`src/rtl/universal_shift_reg.sv`:
```
// WIDTH-bit universal shift register: parallel load, clear, six shift/rotate modes,
// and a saturating count of shift/rotate operations since the last load, clear or reset.
module universal_shift_reg #(
  parameter int          WIDTH     = 8,
  parameter logic [63:0] RESET_VAL = 64'd0,
  parameter int          CNT_W     = $clog2(WIDTH + 1)
) (
  input  logic             clk,
  input  logic             reset,
  input  logic             en,
  input  logic [2:0]       mode,
  input  logic [WIDTH-1:0] d,
  input  logic             sin,
  output logic [WIDTH-1:0] q,
  output logic             sout_msb,
  output logic             sout_lsb,
  output logic [CNT_W-1:0] shift_cnt,
  output logic             word_done,
  output logic             zero
);

  localparam logic [2:0] MODE_HOLD = 3'b000;
  localparam logic [2:0] MODE_LOAD = 3'b001;
  localparam logic [2:0] MODE_SHL  = 3'b010;
  localparam logic [2:0] MODE_SHR  = 3'b011;
  localparam logic [2:0] MODE_ROL  = 3'b100;
  localparam logic [2:0] MODE_ROR  = 3'b101;
  localparam logic [2:0] MODE_ASR  = 3'b110;
  localparam logic [2:0] MODE_CLR  = 3'b111;

  localparam logic [WIDTH-1:0] RST_Q   = RESET_VAL[WIDTH-1:0];
  localparam logic [CNT_W-1:0] CNT_MAX = CNT_W'(WIDTH);
  localparam logic [CNT_W-1:0] CNT_ONE = {{(CNT_W-1){1'b0}}, 1'b1};

  logic [WIDTH-1:0] r_q;
  logic [CNT_W-1:0] r_cnt;
  logic [WIDTH-1:0] w_q_next;
  logic [CNT_W-1:0] w_cnt_next;
  logic [CNT_W-1:0] w_cnt_inc;

  // Count saturates at WIDTH so word_done stays up under continued shifting.
  assign w_cnt_inc = (r_cnt == CNT_MAX) ? r_cnt : (r_cnt + CNT_ONE);

  // Next-state decode for the data word and shift counter.
  always_comb begin
    w_q_next   = r_q;
    w_cnt_next = r_cnt;
    if (en) begin
      case (mode)
        MODE_HOLD: begin
          w_q_next   = r_q;
          w_cnt_next = r_cnt;
        end
        MODE_LOAD: begin
          w_q_next   = d;
          w_cnt_next = {CNT_W{1'b0}};
        end
        MODE_SHL: begin
          w_q_next   = {r_q[WIDTH-2:0], sin};
          w_cnt_next = w_cnt_inc;
        end
        MODE_SHR: begin
          w_q_next   = {sin, r_q[WIDTH-1:1]};
          w_cnt_next = w_cnt_inc;
        end
        MODE_ROL: begin
          w_q_next   = {r_q[WIDTH-2:0], r_q[WIDTH-1]};
          w_cnt_next = w_cnt_inc;
        end
        MODE_ROR: begin
          w_q_next   = {r_q[0], r_q[WIDTH-1:1]};
          w_cnt_next = w_cnt_inc;
        end
        MODE_ASR: begin
          w_q_next   = {r_q[WIDTH-1], r_q[WIDTH-1:1]};
          w_cnt_next = w_cnt_inc;
        end
        MODE_CLR: begin
          // Clear goes to all-zero, deliberately not to the reset value.
          w_q_next   = {WIDTH{1'b0}};
          w_cnt_next = {CNT_W{1'b0}};
        end
        default: begin
          w_q_next   = r_q;
          w_cnt_next = r_cnt;
        end
      endcase
    end else begin
      w_q_next   = r_q;
      w_cnt_next = r_cnt;
    end
  end

  // State register; reset takes priority over enable and mode.
  always_ff @(posedge clk) begin
    if (reset) begin
      r_q   <= RST_Q;
      r_cnt <= {CNT_W{1'b0}};
    end else begin
      r_q   <= w_q_next;
      r_cnt <= w_cnt_next;
    end
  end

  assign q         = r_q;
  assign shift_cnt = r_cnt;
  assign sout_msb  = r_q[WIDTH-1];
  assign sout_lsb  = r_q[0];
  assign word_done = (r_cnt == CNT_MAX);
  assign zero      = (r_q == {WIDTH{1'b0}});

endmodule

```
`config.mk`:
```
export PLATFORM = sky130hd
export DESIGN_NAME = universal_shift_reg
export DESIGN_NICKNAME = d
export VERILOG_FILES = /design/src/rtl/universal_shift_reg.sv
export SDC_FILE = /design/constraint.sdc
export NUM_CORES = 1
export LEC_CHECK = 0
export ABC_CLOCK_PERIOD_IN_PS = 2300
export CAP_MARGIN = 10
export CORE_UTILIZATION = 50
export CTS_BUF_LIST = sky130_fd_sc_hd__clkbuf_4
export DETAILED_ROUTE_END_ITERATION = 10
export PLACE_DENSITY = 0.95
export SYNTH_ARGS = -nofsm -noshare
export SYNTH_HDL_FRONTEND = slang
export SYNTH_SLANG_ARGS = --single-unit
```
`constraint.sdc`:
```
create_clock -name clk -period 2.3 [get_ports clk]
set_input_delay 0.46 -clock clk [delete_from_list [all_inputs] [get_ports clk]]
set_output_delay 0.46 -clock clk [all_outputs]
set_load 0.05 [all_outputs]
```
* Word level (Yosys, flattened, before mapping) *
Cells that the tools add are included.

storage, ports and cells
  bits in writable memories = 0
  latch bits = 0
  flip-flop bits (word level) = 12
  input port bits = 15
  output and inout bits = 16
  memories kept = 0
  memory bits (read-only) = 0

operators by class
  reduce and logical (&&, ||, !) cells = 7
  equal/unequal tests = 9
  add/sub/neg operators = 1
  shift-type cells = 0
  multipliers = 0
  magnitude comparators = 0
  bitwise operators = 2
  mux-type cells = 3
  divide/modulo/power cells = 0

operators with widths
  kind                 count
  $pmux 8 s7           1
  $eq 3x3->1 const B   4
  $logic_not 8->1      1
  $pmux 4 s2           1
  $eq 3x2->1 const B   2
  $reduce_and 3->1     2
  $reduce_or 5->1      1
  $add 4x1->4 const B  1
  $eq 4x4->1 const B   1
  $mux 4               1
  $eq 3x1->1 const B   1
  $logic_not 3->1      1
  $ne 2x2->1 const B   1
  $not 1->1            2
  $reduce_and 2->1     1
  $reduce_or 2->1      1

* Logic depth before layout (Yosys ltp) *
Gate-level depths: netlist (run 1).

  word-level depth = 4
  depth in mapped cells = 6
  mapped depth without buffers = 6

* Least setup slack after synthesis (run 1) *
No wires, ideal clock.

  path kind = register to output
  start point = register r_q[6], in the netlist q[6]
  end point = output zero
  slack = 0.108 ns
  buffers on the path = 0
  arrival = 1.732 ns
  cell stages (with the launch flop) = 3
  cells stage by stage = dfxtp_1 > or4_1 > nor2_1

between the ends
  longest elaborated chain between the ends = 1

ends and longest elaborated chain
  what                    RTL line  source
  start, declared         35        logic [WIDTH-1:0] r_q;
  start signal, assigned  100       r_q <= w_q_next;
  $logic_not 8->1         110       assign zero = (r_q == {WIDTH{1'b0}});
  end, declared           19        output logic zero

No other way between the ends.

* Worst setup path after layout (run 1) *
  start point = register r_q[0], in the netlist q[0]
  end point = output sout_lsb

RTL lines
  what           RTL line  source
  end, declared  16        output logic sout_lsb,

No word-level cell between the ends.

==> results of run 1 <==
-- per-layer routing --
layer | vias up | routed length, um | GRT usage
li1 | 462 | - | -
met1 | 450 | 1100 | 0.358
met2 | 47 | 1220 | 0.444
met3 | 5 | 157 | 0.0327
met4 | 0 | 47 | 0.170
met5 | - | 0 | 0
-- through the flow --
step                 util  setup WS, ns  hold WS [ns]  std cells
finish              0.779         0.223         0.525        162
global placement    0.762        0.0923         0.511        158
detailed placement  0.762        0.0687         0.519        158
CTS                 0.779         0.232         0.532        162
floorplan               -         0.108         0.565        107
global route        0.779         0.202         0.557        162
-- report_power, final --
part           leakage, nW  internal [mW]  switching, mW
Sequential          0.0985          0.221         0.0205
Clock               0.0154         0.0632         0.0801
Combinational        0.359          0.105          0.144
-- cells in the mapped netlist, drive strengths merged --
cell type	number
or3	2
o31a	1
mux2i	6
nand3b	3
buf	7
and2	2
o211ai	1
nand4b	1
nor2b	1
nand3	2
a221oi	6
nand2	3
nor3	7
o21ai	11
or4	2
inv	9
a222oi	1
o31ai	1
a32oi	1
ha	2
xnor2	2
a2111oi	1
a21o	1
a221o	1
clkbuf	1
o2111ai	1
a21oi	5
o41ai	1
o32ai	1
nor2	10
nand2b	2
dfxtp	12
-- worst min-delay path: cells and delay by family, from the launching register on --
family,cells,cell delay [ns]
AOI/OAI and AO/OA,1,0.06
and+or+nand+nor,1,0.08
DFF,1,0.35
-- area by class of cell --
cell class,count,area [um2]
Multi-Input combinational cell,78,566
Clock inverter,1,3.75
Timing Repair Buffer,35,345
Clock buffer,3,22.5
Inverter,9,33.8
Tap cell,24,30.0
Sequential cell,12,240
Fill cell,113,353
-- registers in the layout (all words and copies together) (netlist names) --
signal and count:
q 8, shift_cnt 4
-- cell families after synthesis --
family,after synthesis,share of synthesized area
buffers and inverters,17,0.103
AO/OA/AOI/OAI,33,0.288
XOR/XNOR,2,0.0279
AND/OR/NAND/NOR,35,0.219
adder cells (fa/ha/maj),2,0.0279
multiplexers,6,0.0669
flip-flops,12,0.267
-- final timing paths --
path,startpoint,end,slack (ns),cells after the start
worst min-delay path,shift_cnt[1],shift_cnt[1],0.53,2
worst max-delay path,q[0],sout_lsb,0.22,1
worst min register to register,shift_cnt[1],shift_cnt[1],0.53,2
worst max register to register,shift_cnt[0],shift_cnt[1],0.73,6
==> out/qor.yml, run 1 <==
finalWirelength_um: 2520
start_util: 0.564
dp_hpwl_um: 1840
dieArea_mm2: 0.00197
final-max-slew-violation-count: 0
rows: 14
critPathMaxFanout: 6
hold_viol_final: 0
drv_cap: 0
critPathTopFamily: "buffers and inverters"
worstPathRequired_ns: 1.84
route.detailed.drc: 0
critical_path_class: "flip-flop to primary output"
cts_tree: "built"
design_area_mm2: 0.00124
drive_gt1_frac: 0.123
slowest_delay_ns: 0.86
power-per-cell-area_mw_per_mm2: 510
first_iter_violations: 43
synth.yosys.seq_area_share: 0.267
layout_commonest_cell: "clkdlybuf4s50_1"
grt_usage: 0.278
cts_buffer_depth: 2
syn-cell-area_um2: 898
die_w_um: 44.4
hold_buffers: 0
antenna_found_initial: 0
path_cells: "clkdlybuf4s50_1"
fin_setup_tns_ns: 0
yosys-top-cells-area: "dfxtp_1 (27%), mux2i_1 (6.7%), a221oi_1 (5.8%)"
cp.arrival_ns: 1.62
grt_pass1_vias: 890
status: "completed"
setup_viol: 0
cp-start-kind: "flip-flop"
die_y_um: 44.4
vias: 964
ys.warnings.count: 0
detail-route-antenna-nets: 0
cts.sinks: 12
critPathBufInv: 1
ys_ff_latch: 12
placed_cell_area_mm2: 0.00121
gp_congestion: 0.825
io_pins: 31
synth_top_area_share: 0.267
skew_ns: 0.00211
area_delta_synth_final_pct: 38.2
grt_pass1_wl_um: 3970
end_kind: "primary output"
vias_per_cell: 5.95
max_clock_freq_ghz: 0.481
core_region_area_mm2: 0.00159
grt_overflow: 0
synth_top_area_cell: "dfxtp_1"
post_cts_buffers: 0
clk-insertion-delay-late_ns: 0.29
dr.pass1.iters: 5
crit_slowest_cell: "clkdlybuf4s50_1"
cts_max_level: 1
vdd_drop_max_mv: 0.465
leakagePower_nw: 0.473
grt_max_degree: 15
cts_made_buffers: 3
finalPower_uw: 633
wl_per_cell_um: 15.6
cts_resized: 0
synth_area_per_cell_um2: 8.40
min_period_over_period: 0.903
min_period_ns: 2.08
num_antenna_cells: 0
synth_cell_types: 39
tightestPinTransition_ns: 0.578
final_cell_mix: "clkdlybuf4s50_1 (28), dfxtp_1 (12), o21ai_1 (10), inv_1 (9), nor2_1 (9)"
rsz0062_at_grt: "false"
cts-root-buf: "clkbuf_4"
nNetsFinal: 156
worstHoldPathType: "flip-flop to flip-flop"
timing.slew.headroom: 0.612
synth.net_count: 124
port_buffers: 30
synthCells: 107
clkSlewWorstSetupHoldPaths_ns: 0.08
Power figures use the tool's default switching activity.
==> run 2, diff against run 1 <==
Settings changed: CORE_MARGIN set to 8, CTS_BUF_LIST sky130_fd_sc_hd__clkbuf_4 to sky130_fd_sc_hd__clkbuf_8.
==> out/qor.yml, run 2 (synthesis results as in run 1) <==
cts_buffer_depth: 2
dp_hpwl_um: 2030
cts-root-buf: "clkbuf_8"
nNetsFinal: 156
vias_per_cell: 6.04
first_iter_violations: 35
final_cell_mix: "clkdlybuf4s50_1 (28), dfxtp_1 (12), o21ai_1 (10), inv_1 (9), nor2_1 (9)"
instances_no_fill: 163
critical_path_class: "input pin to flip-flop"
final-max-slew-violation-count: 0
largest_reg_flops: 8
post_cts_buffers: 0
end_kind: "flip-flop"
area.sequential_um2: 240
hold_buffers: 0
antenna_found_initial: 0
critPathMaxFanout: 12
min_period_ns: 2.02
dieArea_mm2: 0.00341
fin_setup_tns_ns: 0
tightestPinTransition_ns: 0.566
skew_ns: 0.00373
power.switching_uw: 249
grt_overflow: 0
cts_max_level: 1
die_w_um: 58.4
clockPowerShare: 0.320
finalPower_uw: 727
die_y_um: 58.4
start_util: 0.526
cts.sinks: 12
hold_viol_final: 0
min_period_over_period: 0.879
worstHoldPathType: "flip-flop to flip-flop"
vias: 985
wl_per_cell_um: 17.4
leakagePower_nw: 0.487
clkSlewWorstSetupHoldPaths_ns: 0.05
grt_pass1_wl_um: 4640
num_antenna_cells: 0
rows: 15
core_region_area_mm2: 0.00171
grt_usage: 0.175
cp.arrival_ns: 2.20
cts_resized: 0
setup_viol: 0
io_pins: 31
status: "completed"
timing.slew.headroom: 0.620
grt_max_degree: 15
rsz0062_at_grt: "false"
post-place-cells: 159
drv_cap: 0
pwr-share-seq: 0.334
vdd_drop_max_mv: 0.513
layout_commonest_cell: "clkdlybuf4s50_1"
grt_pass1_vias: 963
intPower_uw: 478
cts_made_buffers: 3
finalWirelength_um: 2840
drive_gt1_frac: 0.130
cts_tree: "built"
detail-route-antenna-nets: 0
gp_congestion: 0.785
utilization: 0.744
dr.pass1.iters: 4
route.detailed.drc: 0
clk-insertion-delay-late_ns: 0.25
max_clock_freq_ghz: 0.495
n_fill_cell: 142
area_delta_synth_final_pct: 41.5
swShare: 0.343
power-per-cell-area_mw_per_mm2: 572
worstPathRequired_ns: 2.47
pwr-share-comb: 0.346
cp-start-kind: "input pin"
multi_input_area_um2: 566
port_buffers: 30
[run 2: cell count changes in the layout (fill, tap and decap cells not counted)]
cell      delta
clkinv_1     -1
clkbuf_4     -3
clkbuf_8     +4
[run 2: area by class of cell]
cell class              instances  area share
repair buffers                 35       0.272
multi-input cells              78       0.445
flip-flops and latches         12       0.189
inverters                       9      0.0266
well taps                      25      0.0246
clock buffers                   4      0.0433
[run 2: per-stage QoR]
stage / cell area [um2] / worst slack, ns / hold WS (ns)
after detailed placement: 1220 / 0.0327 / 0.525
after global routing: 1270 / 0.123 / 0.559
after global placement: 1220 / 0.0917 / 0.508
after CTS: 1270 / 0.281 / 0.532
after floorplan: 898 / 0.108 / 0.565
final: 1270 / 0.279 / 0.524
[run 2: critical path, cell delays in order]
cell and delay [ns]:
clkdlybuf4s50_1 0.66, nor2_4 0.36, a32oi_1 0.21, a221o_1 0.36
a21oi_1 0.15
[run 2: path summary, 6_finish.rpt]
kind | depth (start not counted) | endpoint | from | slack (ns)
hold reg to reg | 2 | shift_cnt[1] | shift_cnt[1] | 0.52
setup reg to reg | 6 | shift_cnt[1] | shift_cnt[0] | 0.73
setup / recovery | 5 | shift_cnt[1] | mode[1] | 0.28
hold / removal | 2 | shift_cnt[1] | shift_cnt[1] | 0.52
[run 2: per-layer routing]
metal	up-vias	GRT usage	routed length [um]	share of wire
li1	459	-	-	-
met1	446	0.204	1080	0.38
met2	69	0.276	1340	0.47
met3	11	0.0522	340	0.12
met4	0	0.101	82	0.029
met5	-	0	0	0
[run 2: power by group through the flow]
stage          Combinational [mW]  Sequential [mW]  Clock [mW]
3_5_place_dp                0.247            0.245           0
2_1_floorplan               0.116            0.285           0
4_1_cts                     0.251            0.242       0.236
3_3_place_gp                0.242            0.245           0
5_1_grt                     0.266            0.245       0.243
6_report                    0.251            0.243       0.233
==> run 3, diff against run 2 <==
Settings changed: CTS_CLUSTER_DIAMETER set to 40, RECOVER_POWER set to 50.
==> out/qor.yml, run 3 (synthesis results as in run 1) <==
grt_usage: 0.175
hold_start: "shift_cnt[1]"
start_util: 0.526
vias_per_cell: 6.02
hold_viol_final: 0
r2r-start: "shift_cnt[0]"
cts-root-buf: "clkbuf_8"
min_period_ns: 2.06
nNetsFinal: 156
hold_buffers: 0
wl_per_cell_um: 17.3
utilization: 0.741
die_y_um: 58.4
core_region_area_mm2: 0.00171
status: "completed"
clkSlewWorstSetupHoldPaths_ns: 0.05
finalWirelength_um: 2820
rows: 15
cts_buffer_depth: 2
skew_ns: 0.00406
detail-route-antenna-nets: 0
crit_end: "shift_cnt[3]"
cts_max_level: 1
dieArea_mm2: 0.00341
worstHoldPathType: "flip-flop to flip-flop"
cts_tree: "built"
max_clock_freq_ghz: 0.485
critPathMaxFanout: 12
area_delta_synth_final_pct: 40.9
power-per-cell-area_mw_per_mm2: 571
crit_path_start: "mode[1]"
path_cells: "clkdlybuf4s50_1 -> and2_0 -> a2111oi_4 -> nand2_2 -> o32ai_2"
antenna_found_initial: 0
top_layer: "met4"
layout_commonest_cell: "clkdlybuf4s50_1"
critical_path_class: "input pin to flip-flop"
vdd_drop_max_mv: 0.510
num_antenna_cells: 0
worstRegToRegCells: 6
rrSetupSlack_ns: 0.74
largest_reg_flops: 8
final_cell_mix: "clkdlybuf4s50_1 (18), dfxtp_1 (12), o21ai_1 (10), dlygate4sd3_1 (10)"
crit_slowest_cell: "clkdlybuf4s50_1"
first_iter_violations: 36
clk-insertion-delay-late_ns: 0.25
cp.arrival_ns: 2.22
design_area_mm2: 0.00127
placed_cell_area_mm2: 0.00122
wl_met3_um: 262
pre_cts_ws_ns: 0.0327
dp_hpwl_um: 2030
timing.slew.headroom: 0.618
min_period_over_period: 0.897
cts.sinks: 12
dr.pass1.iters: 4
worstPathRequired_ns: 2.46
gp_congestion: 0.785
grt_pass1_vias: 963
grt_overflow: 0
cts_resized: 0
worst_r2r_endpoint: "shift_cnt[1]"
fin_ws_ns: 0.237
final-max-slew-violation-count: 0
die_w_um: 58.4
slowest_delay_ns: 0.65
vias: 982
grt_pass1_wl_um: 4640
drive_gt1_frac: 0.123
tightestPinTransition_ns: 0.568
setup_viol: 0
grt_max_degree: 15
port_buffers: 30
post_cts_buffers: 0
rsz0062_at_grt: "false"
io_pins: 31
cts_made_buffers: 3
drv_cap: 0
route.detailed.drc: 0
leakagePower_nw: 0.509
met1_length_um: 1140
cp-start-kind: "input pin"
fin_setup_tns_ns: 0
end_kind: "flip-flop"
wl_met2_um: 1350
-- run 3: report_power, final --
group / total [mW] / switching (mW) / internal, mW
Combinational: 0.247 / 0.146 / 0.100
Clock: 0.234 / 0.0825 / 0.152
Sequential: 0.242 / 0.0210 / 0.221
Total: 0.723 / 0.250 / 0.473
-- run 3: worst min path at each step --
stage                         endpoint  slack, ns  depth (start not counted)
after floorplan                   q[0]       0.57                          1
after global placement    shift_cnt[1]       0.51                          2
after detailed placement  shift_cnt[1]       0.52                          2
after CTS                 shift_cnt[1]       0.53                          2
after global routing      shift_cnt[1]       0.56                          2
final                     shift_cnt[1]       0.52                          2
-- run 3: layout make-up --
| class | instances | area, um2 |
|---|---|---|
| flip-flops and latches | 12 | 240 |
| fillers | 142 | 442 |
| repair buffers | 35 | 343 |
| well taps | 25 | 31.3 |
| inverters | 9 | 33.8 |
| multi-input cells | 78 | 563 |
| clock buffers | 4 | 55.1 |
-- run 3: routing by layer --
layer / GRT usage / vias to the layer above
li1: - / 459
met1: 0.204 / 457
met2: 0.276 / 59
met3: 0.0522 / 7
met4: 0.101 / 0
met5: 0 / -
-- run 3: worst max-delay path: cells and delay by family --
family | cells | cell delay (ns)
AO/OA/AOI/OAI | 2 | 0.62
buffers and inverters | 1 | 0.65
AND/OR/NAND/NOR | 2 | 0.48
-- run 3: metrics by stage --
stage | hold slack (ns) | total power, mW | std cells
2_1_floorplan | 0.565 | 0.401 | 107
6_report | 0.523 | 0.723 | 163
4_1_cts | 0.532 | 0.729 | 163
5_1_grt | 0.557 | 0.750 | 163
3_3_place_gp | 0.508 | 0.486 | 159
3_5_place_dp | 0.525 | 0.492 | 159
